==> config.mk <==
export PLATFORM = sky130hd
export DESIGN_NAME = muldiv_sequencer
export DESIGN_NICKNAME = d
export VERILOG_FILES = /design/src/rtl/muldiv_sequencer_pkg.sv /design/src/rtl/muldiv_sequencer_divu_step.sv /design/src/rtl/muldiv_sequencer.sv
export SDC_FILE = /design/constraint.sdc
export NUM_CORES = 1
export LEC_CHECK = 0
export ABC_AREA = 1
export CAP_MARGIN = 20
export CORE_ASPECT_RATIO = 1.1
export CORE_UTILIZATION = 62
export CTS_CLUSTER_DIAMETER = 30
export DETAILED_ROUTE_END_ITERATION = 12
export PLACE_DENSITY_LB_ADDON = 0.12
export REMOVE_ABC_BUFFERS = 1
export SYNTH_ARGS = -nofsm -noshare
export SYNTH_HDL_FRONTEND = slang
export SYNTH_SLANG_ARGS = --single-unit
==> constraint.sdc <==
create_clock -name clk -period 6.8 [get_ports clk]
set_clock_uncertainty 0.15 [all_clocks]
set_input_delay 0.68 -clock clk [delete_from_list [all_inputs] [get_ports clk]]
set_output_delay 0.68 -clock clk [all_outputs]
set_load 0.005 [all_outputs]
==> src/rtl/muldiv_sequencer_pkg.sv <==
// rtl/muldiv_sequencer_pkg.sv - op and state encodings shared by decode and the mul/div sequencer
package muldiv_sequencer_pkg;

    typedef enum logic [1:0] {
        OP_MUL  = 2'b00,
        OP_DIVU = 2'b01,
        OP_REMU = 2'b10,
        OP_RSVD = 2'b11
    } md_op_t;

    typedef enum logic [1:0] {
        S_IDLE = 2'b00,
        S_MUL  = 2'b01,
        S_DIV  = 2'b10,
        S_DONE = 2'b11
    } md_state_t;

    function automatic logic is_div_op(input logic [1:0] op);
        return (op == OP_DIVU) || (op == OP_REMU);
    endfunction

endpackage

==> src/rtl/muldiv_sequencer_divu_step.sv <==
// rtl/muldiv_sequencer_divu_step.sv - one restoring-division step
module divu_step #(
    parameter int WIDTH = 32
) (
    input  logic [WIDTH-1:0] rem_in,
    input  logic             dividend_bit,
    input  logic [WIDTH-1:0] divisor,
    output logic [WIDTH-1:0] rem_out,
    output logic             quotient_bit
);

    logic [WIDTH:0]   shifted;
    logic [WIDTH-1:0] diff;

    // The kept difference is always below the divisor, so a WIDTH-bit subtract is exact.
    assign shifted      = {rem_in, dividend_bit};
    assign quotient_bit = (shifted >= {1'b0, divisor});
    assign diff         = shifted[WIDTH-1:0] - divisor;
    assign rem_out      = quotient_bit ? diff : shifted[WIDTH-1:0];

endmodule

==> src/rtl/muldiv_sequencer.sv <==
// rtl/muldiv_sequencer.sv - multi-cycle unsigned MUL/DIVU/REMU unit with pipeline stall
module muldiv_sequencer
    import muldiv_sequencer_pkg::*;
#(
    parameter int WIDTH = 32
) (
    input  logic             clk,
    input  logic             reset,
    input  logic             start,
    input  logic [1:0]       op,
    input  logic [WIDTH-1:0] a,
    input  logic [WIDTH-1:0] b,
    input  logic [4:0]       rd_in,
    input  logic             flush,
    output logic             stall,
    output logic             busy,
    output logic             done,
    output logic [WIDTH-1:0] result,
    output logic [4:0]       rd_out,
    output logic             div_by_zero
);

    localparam int CW = $clog2(WIDTH + 1);

    md_state_t          state, state_next;
    logic [CW-1:0]      count;
    logic [1:0]         op_q;
    logic [WIDTH-1:0]   b_q;
    logic [4:0]         rd_q;
    logic [2*WIDTH-1:0] acc, mcand, acc_next;
    logic [WIDTH-1:0]   mplier;
    logic [WIDTH-1:0]   rem, rem_next, quo, quo_next;
    logic               qbit, accept, div0_fast, last;

    assign accept    = (state == S_IDLE) && start && !flush;
    assign div0_fast = is_div_op(op) && (b == '0);
    assign last      = (count == CW'(WIDTH - 1));
    assign busy      = (state == S_MUL) || (state == S_DIV);
    assign done      = (state == S_DONE);
    assign stall     = (accept && !div0_fast) || busy;

    assign acc_next  = mplier[0] ? acc + mcand : acc;
    assign quo_next  = {quo[WIDTH-2:0], qbit};

    divu_step #(.WIDTH(WIDTH)) u_step (
        .rem_in       (rem),
        .dividend_bit (quo[WIDTH-1]),
        .divisor      (b_q),
        .rem_out      (rem_next),
        .quotient_bit (qbit)
    );

    always_comb begin
        state_next = state;
        if (flush) begin
            state_next = S_IDLE;
        end else begin
            case (state)
                S_IDLE: if (start) state_next = div0_fast ? S_DONE : (is_div_op(op) ? S_DIV : S_MUL);
                S_MUL:  if (last) state_next = S_DONE;
                S_DIV:  if (last) state_next = S_DONE;
                default: state_next = S_IDLE;
            endcase
        end
    end

    always_ff @(posedge clk) begin
        if (reset) begin
            state       <= S_IDLE;
            count       <= '0;
            op_q        <= '0;
            b_q         <= '0;
            rd_q        <= '0;
            acc         <= '0;
            mcand       <= '0;
            mplier      <= '0;
            rem         <= '0;
            quo         <= '0;
            result      <= '0;
            rd_out      <= '0;
            div_by_zero <= 1'b0;
        end else begin
            state <= state_next;
            if (!flush) begin
                case (state)
                    S_IDLE: if (start) begin
                        op_q        <= op;
                        b_q         <= b;
                        rd_q        <= rd_in;
                        count       <= '0;
                        acc         <= '0;
                        mcand       <= {{WIDTH{1'b0}}, a};
                        mplier      <= b;
                        rem         <= '0;
                        quo         <= a;
                        div_by_zero <= div0_fast;
                        // Divide by zero skips iteration and writes its fixed result now.
                        if (div0_fast) begin
                            result <= (op == OP_DIVU) ? '1 : a;
                            rd_out <= rd_in;
                        end
                    end
                    S_MUL: begin
                        acc    <= acc_next;
                        mcand  <= mcand << 1;
                        mplier <= mplier >> 1;
                        count  <= count + CW'(1);
                        if (last) begin
                            result <= acc_next[WIDTH-1:0];
                            rd_out <= rd_q;
                        end
                    end
                    S_DIV: begin
                        rem   <= rem_next;
                        quo   <= quo_next;
                        count <= count + CW'(1);
                        if (last) begin
                            result <= (op_q == OP_REMU) ? rem_next : quo_next;
                            rd_out <= rd_q;
                        end
                    end
                    default: ;
                endcase
            end
        end
    end

endmodule

==> impl_metrics.toml <==
[hold_path]
worstHoldStart = "b_q[22]$_SDFFE_PP0P_"
hold_class = "reg -> reg"
hold_depth = 2

[setup_path]
r2r_start = "state[0]$_SDFFE_PP0P_"
cpMostUsedCell = "buf_4"
critical_path_required_ns = 7.04
cp-startpoint = "state[0]$_SDFFE_PP0P_"
crit_chain = "inv_1 > ha_2 > buf_4 > clkinv_1 > nor2_2 > buf_4 > nor2_4 > buf_4 > a211oi_1 > a211oi_1"
path_class = "reg -> reg"
crit_path_max_fanout = 90
reg2reg_depth = 10
crit_path_end_kind = "register"
startpoint_type = "register"
arrival_ns = 4.75
critPathMaxStageDelay_ns = 1.00
cpMaxStageDelayCell = "clkinv_1"

[pwr]
p_per_area_nw_per_um2 = 264
leakagePower_nw = 8.36
vdd_ir_drop_max_mv = 0.267
finalPower_w = 0.00492

[cts]
holdBufCountCts = 0
clockBufferDepth = 3
clkTransAtPathRegs_ns = 0.05
cts_tree = "done"
cts_buffers = 50
cts_root_buffer = "clkbuf_16"
cts.sink_count = 245
clk_latency_ns = 0.57
cts_setup_buffers = 0
h-tree-depth = 2
cts_resized = 0

[grt]
overflow = 0
grt_pass1_vias = 16000
antenna_found_initial = 0
grt_use_total = 0.375
grt_pass1_wl_um = 79200
grt_max_degree = 137

[die]
coreArea_um2 = 24800
start_util = 0.639
die_h_um = 170
dieArea_um2 = 26200
die_width_um = 154
ios = 116
num_rows = 60

[detailed_routing]
firstDrtPassIters = 5
drt_iter0_markers = 1569
num_vias = 17200
wl_per_cell_um = 16.9
postRouteAntennaNets = 0
post_drt_via_cell_ratio = 5.80
drt_drc_violations_left = 0
routed_wirelength_um = 50200

[synthesis]
syn_area_um2 = 15800
avgSynthCellArea_um2 = 6.16
async_flop_share = 0
synth-seq-cells = 245
yosysWarningCount = 0
yosysUniqueCellTypes = 39
ys.flop_type = "dfxtp_1"
synth_edf_count = 0
yosysSeqAreaShare = 0.310
synth_cells = 2567

[finish]
insertedDiodeCount = 0
syn2layout_area_growth_pct = 18.0
finish.instance_area_um2 = 18700
final_cell_mix = "nand2_1 (786), inv_1 (314), a21oi_1 (286)"
final_core_util = 0.753
final_common_cell = "nand2_1"
fin_nets = 2772
drive_above_1_share = 0.0485

[sta]
finalWorstSetupSlack_ns = 2.29
worst_slew_pin_slew_ns = 1.10
slew_viol_final = 0
hold_viol_final = 0
final.min_clock_period_ns = 4.51
max_freq_ghz = 0.222
rsz0062_at_grt = "false"
tns_ns = 0
timing.final.crit_share = 0.663
slew_headroom = 0.261
setup_viol = 0

[place]
place_ws_ns = 2.50
globalplace.congestion = 0.987
dp_hpwl_um = 34400
port_buffers = 115
post_dp_cell_area_um2 = 17000

[outcome]
run_status = "completed"

[run]
cap_violations = 0
## sequential cells by signal, indices dropped and copies added, names as in the netlist
signal,cells
acc,32
quo,32
state,2
rd_out,5
op_q,2
count,6
b_q,32
mplier,32
mcand,32
rem,32
div_by_zero,1
result,32
rd_q,5
## cells by family after synthesis
| kind of cell | after synthesis | synth area share |
|---|---|---|
| flip-flops | 245 | 0.310 |
| adder cells (fa/ha/maj) | 72 | 0.0579 |
| XOR/XNOR | 31 | 0.0172 |
| AND/OR/NAND/NOR | 1152 | 0.292 |
| AO/OA/AOI/OAI | 620 | 0.214 |
| buffers and inverters | 447 | 0.109 |
## area by class of cell
class | instances | area, um^2
repair buffers | 132 | 1310
fillers | 2010 | 6110
clock inverters | 27 | 267
multi-input cells | 1875 | 9220
clock buffers | 62 | 1370
flip-flops and latches | 245 | 4900
well taps | 310 | 388
inverters | 321 | 1210
## synthesized netlist by cell type (all sizes together), types with 3 or more instances
| master | number | area [um^2] |
|---|---|---|
| nand2 | 792 | 3000 |
| inv | 317 | 1190 |
| a21oi | 287 | 1440 |
| dfxtp | 245 | 4900 |
| nor2 | 216 | 831 |
| o21ai | 187 | 936 |
| clkbuf | 108 | 405 |
| nand3 | 93 | 475 |
| ha | 70 | 876 |
| a211oi | 63 | 473 |
| a31oi | 62 | 388 |
| xnor2 | 20 | 175 |
| nor3 | 19 | 95.1 |
| buf | 18 | 110 |
| nand4 | 16 | 100 |
| o21bai | 13 | 97.6 |
| xor2 | 11 | 96.3 |
| nor4 | 10 | 62.6 |
| and2 | 4 | 25.0 |
| clkinv | 4 | 15.0 |
| o211ai | 3 | 22.5 |
## path summary, 6_finish.rpt
check	endpoint	slack, ns
worst max-delay path	quo[31]$_SDFFE_PP0P_	2.29
worst min-delay path	b_q[22]$_SDFFE_PP0P_	0.31
worst max register to register	quo[31]$_SDFFE_PP0P_	2.29
worst min register to register	b_q[22]$_SDFFE_PP0P_	0.31
## worst max-delay path: cells and delay by family, from the launching register on
family / cells / cell delay, ns
AO/OA/AOI/OAI: 2 / 0.74
adder cells (fa/ha/maj): 1 / 0.17
buffers and inverters: 5 / 2.40
flip-flops: 1 / 0.36
AND/OR/NAND/NOR: 2 / 0.40
## per-layer routing
layer,routed length (um),GRT usage
met5,0,0
met4,2100,0.167
met3,3200,0.0444
met2,24100,0.656
met1,20800,0.464
## through the flow
step,hold slack [ns],cells
6_report,0.308,2972
5_1_grt,0.334,2972
4_1_cts,0.313,2970
3_5_place_dp,0.305,2881
3_3_place_gp,0.299,2881
2_1_floorplan,0.285,2441
## power by group
| group | internal, W | switching [W] |
|---|---|---|
| combinational | 0.000319 | 0.000640 |
| clock | 0.00151 | 0.000837 |
| sequential | 0.00155 | 0.0000710 |
Note: power is estimated with default switching activity, not from simulation.
